[config.mk]
export PLATFORM = sky130hd
export DESIGN_NAME = quiz_round_ctrl
export DESIGN_NICKNAME = d
export VERILOG_FILES = /design/src/rtl/quiz_pkg.sv /design/src/rtl/quiz_round_ctrl.sv
export SDC_FILE = /design/constraint.sdc
export NUM_CORES = 1
export LEC_CHECK = 0
export ABC_AREA = 1
export BUFFER_PORTS_ARGS = -buffer_cell sky130_fd_sc_hd__buf_2
export CAP_MARGIN = 20
export CORE_MARGIN = 10
export CORE_UTILIZATION = 52
export DETAILED_ROUTE_END_ITERATION = 16
export GPL_ROUTABILITY_DRIVEN = 1
export GPL_TIMING_DRIVEN = 0
export PLACE_DENSITY = 0.78
export SYNTH_ARGS = -nofsm -noshare
export SYNTH_HDL_FRONTEND = slang
export SYNTH_SLANG_ARGS = --single-unit
[constraint.sdc]
create_clock -name clk -period 1.9 [get_ports clk]
set_clock_uncertainty 0.1 [all_clocks]
set_input_delay 0.285 -clock clk [delete_from_list [all_inputs] [get_ports clk]]
set_output_delay 0.285 -clock clk [all_outputs]
set_load 0.02 [all_outputs]
[src/rtl/quiz_pkg.sv]
// Shared types and constants for the quiz round controller.
// Holds the FSM state encoding, datapath widths and the score ceiling.
package quiz_pkg;

    localparam int ANS_W = 8;
    localparam int CNT_W = 4;
    localparam logic [CNT_W-1:0] SCORE_MAX = 4'd15;

    typedef enum logic [2:0] {
        S_IDLE   = 3'd0,
        S_REQ    = 3'd1,
        S_ARM    = 3'd2,
        S_RUN    = 3'd3,
        S_RESULT = 3'd4,
        S_DONE   = 3'd5
    } state_t;

    // Score counter that sticks at its ceiling instead of wrapping.
    function automatic logic [CNT_W-1:0] sat_inc(input logic [CNT_W-1:0] v);
        return (v == SCORE_MAX) ? v : v + 1'b1;
    endfunction

endpackage

[src/rtl/quiz_round_ctrl.sv]
// Round sequencer for a number-conversion quiz: fetches a question, runs the
// countdown, judges the answer, shows the result and tracks score and round.
module quiz_round_ctrl
    import quiz_pkg::*;
#(
    parameter int NUM_ROUNDS = 10,
    parameter int HOLD_CYC   = 3
) (
    input  logic             clk,
    input  logic             reset,
    input  logic             start,
    input  logic             submit,
    input  logic [ANS_W-1:0] answer,
    input  logic [ANS_W-1:0] question,
    input  logic [CNT_W-1:0] time_left,
    output logic             q_req,
    output logic             timer_reset,
    output logic             stop_flag,
    output logic [CNT_W-1:0] score,
    output logic [CNT_W-1:0] round,
    output logic             correct,
    output logic             wrong,
    output logic             timeout,
    output logic             game_over,
    output state_t           dbg_state
);

    localparam logic [CNT_W-1:0] LAST_ROUND = CNT_W'(NUM_ROUNDS - 1);
    localparam logic [CNT_W-1:0] HOLD_LOAD  = CNT_W'(HOLD_CYC - 1);

    state_t           state_q;
    logic [ANS_W-1:0] target_q;
    logic [CNT_W-1:0] hold_q;
    logic [CNT_W-1:0] score_q;
    logic [CNT_W-1:0] round_q;
    logic             q_req_q;
    logic             timer_reset_q;
    logic             stop_flag_q;
    logic             correct_q;
    logic             wrong_q;
    logic             timeout_q;
    logic             game_over_q;

    // Outputs are written alongside the state transition so each one is
    // already valid in the first cycle of the state it belongs to.
    always_ff @(posedge clk) begin
        if (reset) begin
            state_q       <= S_IDLE;
            target_q      <= '0;
            hold_q        <= '0;
            score_q       <= '0;
            round_q       <= '0;
            q_req_q       <= 1'b0;
            timer_reset_q <= 1'b0;
            stop_flag_q   <= 1'b1;
            correct_q     <= 1'b0;
            wrong_q       <= 1'b0;
            timeout_q     <= 1'b0;
            game_over_q   <= 1'b0;
        end else begin
            case (state_q)
                S_IDLE: begin
                    stop_flag_q <= 1'b1;
                    if (start) begin
                        state_q       <= S_REQ;
                        q_req_q       <= 1'b1;
                        timer_reset_q <= 1'b1;
                    end
                end

                S_REQ: begin
                    state_q       <= S_ARM;
                    q_req_q       <= 1'b0;
                    timer_reset_q <= 1'b1;
                    stop_flag_q   <= 1'b1;
                end

                S_ARM: begin
                    // The generator answers q_req one cycle late, so sample here.
                    target_q      <= question;
                    state_q       <= S_RUN;
                    timer_reset_q <= 1'b0;
                    stop_flag_q   <= 1'b0;
                end

                S_RUN: begin
                    if (submit) begin
                        if (answer == target_q) begin
                            correct_q <= 1'b1;
                            score_q   <= sat_inc(score_q);
                        end else begin
                            wrong_q <= 1'b1;
                        end
                        state_q     <= S_RESULT;
                        stop_flag_q <= 1'b1;
                        hold_q      <= HOLD_LOAD;
                    end else if (time_left == '0) begin
                        timeout_q   <= 1'b1;
                        state_q     <= S_RESULT;
                        stop_flag_q <= 1'b1;
                        hold_q      <= HOLD_LOAD;
                    end
                end

                S_RESULT: begin
                    stop_flag_q <= 1'b1;
                    if (hold_q == '0) begin
                        correct_q <= 1'b0;
                        wrong_q   <= 1'b0;
                        timeout_q <= 1'b0;
                        if (round_q == LAST_ROUND) begin
                            state_q     <= S_DONE;
                            game_over_q <= 1'b1;
                        end else begin
                            round_q       <= round_q + 1'b1;
                            state_q       <= S_REQ;
                            q_req_q       <= 1'b1;
                            timer_reset_q <= 1'b1;
                        end
                    end else begin
                        hold_q <= hold_q - 1'b1;
                    end
                end

                S_DONE: begin
                    stop_flag_q <= 1'b1;
                    if (start) begin
                        score_q       <= '0;
                        round_q       <= '0;
                        game_over_q   <= 1'b0;
                        state_q       <= S_REQ;
                        q_req_q       <= 1'b1;
                        timer_reset_q <= 1'b1;
                    end
                end

                default: begin
                    state_q     <= S_IDLE;
                    stop_flag_q <= 1'b1;
                end
            endcase
        end
    end

    assign q_req       = q_req_q;
    assign timer_reset = timer_reset_q;
    assign stop_flag   = stop_flag_q;
    assign score       = score_q;
    assign round       = round_q;
    assign correct     = correct_q;
    assign wrong       = wrong_q;
    assign timeout     = timeout_q;
    assign game_over   = game_over_q;
    assign dbg_state   = state_q;

endmodule

## Word level (Yosys, flattened, before mapping)

Cells that the tools add are included.

- Add/subtract/negate cells: 3
- Eq/ne operators: 21
- Muxes and demuxes: 39
- Reductions and logical operators: 19

Operator list:

| operator | number |
|---|---|
| $mux W4 | 9 |
| $reduce_and A4 Y1 | 7 |
| $pmux W4 S2 | 3 |
| $ne A2 B2 Y1 const B | 11 |
| $mux W3 | 5 |
| $pmux W3 S5 | 1 |
| $mux W1 | 14 |
| $pmux W1 S2 | 5 |
| $add A4 B1 Y4 const B | 2 |
| $eq A4 B4 Y1 const B | 2 |
| $eq A8 B8 Y1 | 1 |
| $logic_not A4 Y1 | 2 |
| $eq A3 B2 Y1 const B | 2 |
| $eq A3 B3 Y1 const B | 2 |
| $reduce_and A3 Y1 | 2 |
| $reduce_bool A2 Y1 | 3 |
| $reduce_and A5 Y1 | 1 |
| $pmux W1 S4 | 1 |
| $reduce_bool A4 Y1 | 1 |
| $sub A4 B1 Y4 const B | 1 |
| $eq A3 B1 Y1 const B | 1 |
| $logic_not A3 Y1 | 1 |
| $ne A3 B3 Y1 const B | 1 |
| $pmux W1 S3 | 1 |
| other kinds (3) | 3 |

- Register bits: 30
- Input port bits: 24
- Output and inout port bits: 18
- Logic and storage cells: 94

## Depth between registers and ports, before layout

Gate-level depths: netlist of run 1.

- Word-level depth: 5
- Mapped depth: 10
- Mapped depth without buffers: 10

## Worst setup path before layout of run 1

OpenSTA, ideal clock, no wires.

- Kind: register to register
- Start: reg state_q[0] (netlist: dbg_state[0])
- End: reg hold_q[3]
- Setup time: 0.121 ns
- Data arrival time: 1.462 ns
- Required time: 1.679 ns
- Setup slack: 0.217 ns
- Cell stages (with the launch flop): 11
- Path buffers: 0
- Period minus slack after synthesis: 1.683 ns
- Cell sequence: dfxtp_1 inv_2 nor2_4 nand2_4 nor2_4 nand2_4 nand2_4 inv_4 nand3_4 xor2_2 nor2_1

- Longest elaborated chain between the ends: 3

RTL lines:

| item | line | RTL |
|---|---|---|
| from (decl) | quiz_round_ctrl.sv:31 | `state_t state_q;` |
| from (signal assigned) | quiz_round_ctrl.sv:48 | `state_q <= S_IDLE;` |
| from (signal assigned) | quiz_round_ctrl.sv:65 | `state_q <= S_REQ;` |
| from (signal assigned) | quiz_round_ctrl.sv:72 | `state_q <= S_ARM;` |
| $eq A3 B2 Y1 or $eq A3 B3 Y1 (tied branches) | quiz_round_ctrl.sv:61 | `case (state_q)` |
| $ne A3 B3 Y1 (no line), or another cell as far along | n/a |  |
| $reduce_and A3 Y1 (no line) | n/a |  |
| to (signal assigned) | quiz_round_ctrl.sv:121 | `hold_q <= hold_q - 1'b1;` |
| to (decl) | quiz_round_ctrl.sv:33 | `logic [CNT_W-1:0] hold_q;` |

Several ways; a longest one is shown, not always the timed one.
A chain may end at the register's enable or synchronous reset.

## Final worst setup path of run 1

Same ends and word-level chain as after synthesis.

==> impl_metrics.tcl, run 1 <==
set metrics [dict create \
    multiInputGateArea_um2 913.4 \
    root_buffer "clkbuf_4" \
    first_global_vias 1587 \
    first_pass_iters 5 \
    cts.sinks 30 \
    ir_worst_vdd_v 0.0006512 \
    io_buffers 40 \
    htreeDepth 2 \
    cts_setup_buffers 0 \
    drv_cap 0 \
    crit_start "dbg_state[0]" \
    cp-end-kind "flip-flop" \
    grt_pass1_wl_um 6920 \
    criticalPathCategory "flip-flop to flip-flop" \
    wl_per_cell_um 12.24 \
    drcViolationCount 0 \
    synth.yosys.warnings 0 \
    final_cells 323 \
    antenna_cells 0 \
    worstHoldPathType "input port to flip-flop" \
    path_cells "inv_2, nor2_4, nand2_4, nor2_4, nand2_4, nand2_4, inv_4, nand3_4, xor2_2, nor2_1" \
    min_from "question[3]" \
    cts_made_buffers 5 \
    dpl.cell_count 315 \
    cp.arrival_ns 1.89 \
    synth_ff_type "dfxtp_1" \
    synth_common_cells "50 x nand2_1, 30 x dfxtp_1, 28 x nor2_1" \
    crit-reg2reg-launch "dbg_state[0]" \
    ys_seq_area_share_pct 36.39 \
    die_height_um 76.34 \
    tightestPinTransition_ns 0.4480 \
    rsz0062_at_grt "false" \
    num_rows 20 \
    synth_most_common_cell "nand2_1" \
    track_usage_pct 13.89 \
    die_width_um 76.34 \
    crit_path_max_incr_delay_ns 0.55 \
    synth_fp_nets 260 \
    initial_core_util_pct 54.06 \
    cts_tree "done" \
    path_max_fanout 8 \
    gr-total-overflow 0 \
    netlist_instances 231 \
    r2r_slack_ns 0.13 \
    status "completed" \
    ys_async_sr_fraction_pct 0 \
    dieArea_mm2 0.005827 \
    p_leak_nw 0.9203 \
    relSlewSlack_pct 70.13 \
    p_per_area_mw_per_mm2 782.1 \
    ys_types 34 \
    io_pins 42 \
    p_total_mw 1.537 \
    cts.reportedPaths.clkPinSlew_ns 0.09 \
    hold_viol_final 0 \
    drive_above_1_share_pct 26.88 \
    hpwlAfterDp_um 3084 \
    critPathLaunchType "flip-flop" \
    period_needed_ns 1.771 \
    gp_congestion 0.7820 \
    grt_max_degree 11 \
    synth_edf_count 0 \
    clockBufferDepth 2 \
    yosysTopAreaCellShare_pct 36.39 \
    yosys-top-cells-area "dfxtp_1 36%, nand2_1 11%, nor2_1 6.4%" \
    cts_resized 0 \
    tns_ns 0 \
    holdBufCountCts 0 \
    slew_violations 0 \
    fin_nets 307 \
    via_per_inst 4.889 \
    drt-initial-drc-count 77 \
    cp_slowest_cell "dfxtp_1" \
    setup_viol 0 \
    synth-seq-cells 30 \
    clock_latency_ns 0.33 \
    seqCellArea_um2 600.6 \
    fillers 311 \
    crit_top_cell "nand2_4" \
    antenna_found_initial 0 \
    synth.largest_area_cell "dfxtp_1" \
    area_growth_pct 19.11 \
    num_vias 1579 \
    final_util_pct 64.39 \
    ant_nets 0 \
    required_ns 2.02 \
    finalCritPeriodShare_pct 93.22 \
    wl_um 3953 \
    synth_area_mm2 0.001650 \
    fmax_mhz 564.6 \
    avgSynthCellArea_um2 7.144 \
    core_area_mm2 0.003053 \
]
cells in the final DEF, fill, tap and decap left out, types with 2 or more instances in the layout:
cell,netlist,final
o21ai_0,14,14
nor2_2,2,2
a31oi_1,3,3
clkbuf_1,2,3
clkbuf_4,0,5
nor2_4,4,4
a21oi_1,20,20
buf_2,1,41
inv_1,25,25
o21ai_1,2,2
ha_1,5,5
nand3_1,11,11
nand2_4,4,4
nor3_1,4,4
nand2_2,4,4
dfxtp_1,30,30
nor2_1,28,28
inv_2,4,4
nand2_1,50,50
xnor2_1,3,3
metrics by stage:
step	setup WS [ns]	instance area [µm²]	hold WS [ns]
floorplan	0.2172	1650	0.3199
global placement	0.1786	1906	0.3439
detailed placement	0.1611	1906	0.3498
CTS	0.1396	1966	0.07428
global route	0.02078	1966	0.08913
finish	0.1287	1966	0.07712
path summary, 6_finish.rpt:
path                  to  cells after the start
max            hold_q[3]                     10
min          target_q[3]                      3
max reg2reg    hold_q[3]                     10
min reg2reg    game_over                      2
final cells by class:
cell class / count / area share (%)
repair buffers: 40 / 10.18
plain buffers: 3 / 0.6365
well taps: 44 / 2.801
flip-flops and latches: 30 / 30.55
clock inverters: 1 / 0.2546
inverters: 31 / 6.302
clock buffers: 7 / 2.801
multi-input cells: 167 / 46.47
report_power, final:
group	switching, mW	leakage [nW]	internal (mW)
Combinational	0.247	0.641	0.146
Sequential	0.0576	0.244	0.692
Clock	0.216	0.0353	0.179
Total	0.520	0.920	1.02
critical path: cells and delay by family, from the launching register on:
| family | cells | cell delay, ns |
|---|---|---|
| DFF | 1 | 0.55 |
| and+or+nand+nor | 7 | 0.70 |
| xor gates and xnor gates | 1 | 0.14 |
| buffers and inverters | 2 | 0.18 |
routing by layer:
layer | vias up | global-route usage (%) | part of all wire [%]
met5 | - | 0 | 0
li1 | 837 | - | -
met3 | 5 | 4.835 | 6.3
met2 | 41 | 22.96 | 47
met1 | 696 | 15.80 | 45
met4 | 0 | 5.948 | 1.1
state kept, by name (all words and copies together), names as in the netlist:
signal,count
dbg_state,3
timeout,1
stop_flag,1
game_over,1
hold_q,4
q_req,1
round,4
score,4
correct,1
wrong,1
timer_reset,1
target_q,8
logic make-up after synthesis:
| group | after synthesis | share of synthesized area, % |
|---|---|---|
| simple gates | 112 | 32.90 |
| compound gates | 45 | 15.54 |
| buf+inv | 34 | 8.264 |
| flops | 30 | 36.39 |
| xor+xnor | 5 | 3.109 |
| fa+ha+maj | 5 | 3.791 |
Note: power is estimated with default switching activity, not from simulation.
==> run 2: changes to the inputs <==
--- a/config.mk
+++ b/config.mk
@@ -7,3 +7,3 @@
 export LEC_CHECK = 0
-export ABC_AREA = 1
+export ABC_AREA = 0
 export BUFFER_PORTS_ARGS = -buffer_cell sky130_fd_sc_hd__buf_2
@@ -11,3 +11,3 @@
 export CORE_MARGIN = 10
-export CORE_UTILIZATION = 52
+export CORE_UTILIZATION = 56
 export DETAILED_ROUTE_END_ITERATION = 16
@@ -15,3 +15,3 @@
 export GPL_TIMING_DRIVEN = 0
-export PLACE_DENSITY = 0.78
+export PLACE_DENSITY = 0.84
 export SYNTH_ARGS = -nofsm -noshare
==> constraint.sdc (replaced) <==
create_clock -name clk -period 2.25 [get_ports clk]
set_clock_uncertainty 0.1 [all_clocks]
set_input_delay 0.1125 -clock clk [delete_from_list [all_inputs] [get_ports clk]]
set_output_delay 0.1125 -clock clk [all_outputs]
set_load 0.02 [all_outputs]
==> run 2 against run 1 <==
Compared with the run above: final cell count shrank 18%; setup slack gained 0.13 ns; final area grew 1.7%; critical path depth shrank 4; critical endpoint is now dbg_state[2]; synthesized cell count shrank 23%; largest cell class unchanged; synthesized area shrank 3.3%; wire length shrank 0.96%; die area shrank 7.6%.
==> impl_metrics.tcl, run 2 <==
set metrics [dict create \
    final_util_pct 73.13 \
    drv_cap 0 \
    dp_worst_setup_slack_ns 0.2706 \
    largest_reg_flops 8 \
    relSlewSlack_pct 65.71 \
    top_register "target_q" \
    die_height_um 73.40 \
    synth_edf_count 0 \
    setup_ws_ns 0.2587 \
    yosys-top-cells-area "dfxtp_1 38%, nor2_1 5.9%, mux2i_1 5.0%" \
    critPathLaunchType "flip-flop" \
    die_width_um 73.40 \
    fmax_mhz 502.2 \
    slew_violations 0 \
    p_total_mw 1.804 \
    ir_worst_vdd_v 0.0008124 \
    grt_max_degree 11 \
    muxShareOfSynthArea_pct 5.016 \
    fillers 208 \
    via_per_inst 5.538 \
    antenna_found_initial 0 \
    io_buffers 41 \
    ant_nets 0 \
    gp_congestion 0.8443 \
    hpwlAfterDp_um 2915 \
    synth_most_common_cell "dfxtp_1" \
    clock_latency_ns 0.33 \
    p_int_mw 1.139 \
    path_cells "ha_1, or4bb_1, a21oi_1, o21ba_2, nor3_1, a211oi_1" \
    tns_ns 0 \
    synth.largest_area_cell "dfxtp_1" \
    synth.yosys.warnings 0 \
    tightestPinTransition_ns 0.5090 \
    synth_ff_type "dfxtp_1" \
    fin_nets 263 \
    period_needed_ns 1.991 \
    synthSimpleGateAreaFrac_pct 24.84 \
    dpl.cell_count 250 \
    ys_async_sr_fraction_pct 0 \
    htreeDepth 2 \
    combPwrFrac_pct 39.9 \
    power_switching_mw 0.6652 \
    finalCritPeriodShare_pct 88.50 \
    root_buffer "clkbuf_4" \
    cp-end-kind "flip-flop" \
    synth_compound_area_share_pct 16.93 \
    final_cells 266 \
    cp.arrival_ns 2.14 \
    dieArea_mm2 0.005387 \
    core_area_mm2 0.002734 \
    cts_made_buffers 5 \
    track_usage_pct 15.31 \
    drcViolationCount 0 \
    critical_path_buf_inv_count 0 \
    yosysTopAreaCellShare_pct 37.62 \
    clkPwrFrac_pct 22.2 \
    grt_pass1_wl_um 6686 \
    netlist_instances 178 \
    drive_above_1_share_pct 28.09 \
    cp_slowest_cell "or4bb_1" \
    clockBufferDepth 2 \
    synth_area_mm2 0.001597 \
    synth_xor_area_share_pct 7.132 \
    path_max_fanout 5 \
    drt-initial-drc-count 109 \
    synth_fp_nets 207 \
    seqPwrFrac_pct 37.9 \
    hold_viol_final 0 \
    switching_share_pct 36.87 \
    setup_viol 0 \
    placed_cell_area_mm2 0.001841 \
    avgSynthCellArea_um2 8.969 \
    gr-total-overflow 0 \
    cts_tree "done" \
    wl_um 3915 \
    p_per_area_mw_per_mm2 902.3 \
    ys_seq_area_share_pct 37.62 \
    wl_per_cell_um 14.72 \
    path_delay_family "compound AO/OA/AOI/OAI gates" \
    rsz0062_at_grt "false" \
    io_pins 42 \
    first_pass_iters 4 \
    p_leak_nw 0.8534 \
    first_global_vias 1470 \
    antenna_cells 0 \
    synthAdderAreaFrac_pct 3.918 \
    required_ns 2.39 \
    layout_commonest_cell "buf_2" \
    hold_slack_ns 0.02538 \
    cts_resized 0 \
    cts.reportedPaths.clkPinSlew_ns 0.10 \
    worstHoldPathType "input port to flip-flop" \
    synth-seq-cells 30 \
    synth_common_cells "30 x dfxtp_1, 25 x nor2_1, 10 x o21ai_0" \
    cts_setup_buffers 0 \
    final_cell_mix "45 x buf_2, 30 x dfxtp_1, 25 x nor2_1, 10 x o21ai_0" \
    ys_types 43 \
    num_vias 1473 \
    num_rows 19 \
    initial_core_util_pct 58.40 \
    crit_path_max_incr_delay_ns 0.51 \
    synth_top_family_by_area "simple AND/OR/NAND/NOR gates" \
    criticalPathCategory "flip-flop to flip-flop" \
    status "completed" \
    fin_area_mm2 0.001999 \
    cts.sinks 30 \
    area_growth_pct 25.24 \
]
==> run 2: cells by family after synthesis <==
kind of cell | Yosys count
fa+ha+maj | 5
flops | 30
compound gates | 38
buf+inv | 14
xor+xnor | 13
simple gates | 70
mux | 8
==> run 2: worst paths after layout <==
path                 start      endpoint  slack [ns]  depth (start not counted)
setup / recovery  round[0]  dbg_state[2]        0.26                          6
hold / removal      submit         wrong        0.03                          3
setup reg to reg  round[0]  dbg_state[2]        0.26                          6
hold reg to reg    correct       correct        0.37                          1
==> run 2: cell type report <==
cell class                      instances  area [µm²]  area share, %
Multi-Input combinational cell        134       923.4          46.18
Sequential cell                        30       600.6          30.04
Timing Repair Buffer                   49       285.3          14.27
Clock buffer                            8       78.83          3.942
Buffer                                  8       50.05          2.503
Tap cell                               31       38.79          1.940
Inverter                                6       22.52          1.126
==> run 2: worst register-to-register path: stages, from the launching register on <==
cell	delay (ns)
dfxtp_1	0.42
ha_1	0.20
or4bb_1	0.51
a21oi_1	0.26
o21ba_2	0.16
nor3_1	0.04
a211oi_1	0.23
==> run 2: power groups by stage <==
stage	clock network, mW	logic [mW]	registers [mW]
final	0.401	0.721	0.683
after global routing	0.423	0.798	0.696
after CTS	0.406	0.721	0.683
after detailed placement	0	0.707	0.694
after global placement	0	0.692	0.694
after floorplan	0	0.473	0.751
==> run 2: what timing repair did <==
| item | 4_1_cts | 5_1_grt |
|---|---|---|
| hold buffers | 8 | 0 |
| setup endpoints to repair | 0 | 0 |
| hold endpoints to repair | 8 | 0 |
==> run 2: layer usage <==
metal | routed length (µm) | part of all wire, % | global-route usage (%)
met2 | 1917 | 49 | 25.69
met3 | 318 | 8.1 | 7.672
met4 | 52 | 1.3 | 3.727
met5 | 0 | 0 | 0
met1 | 1627 | 42 | 16.82
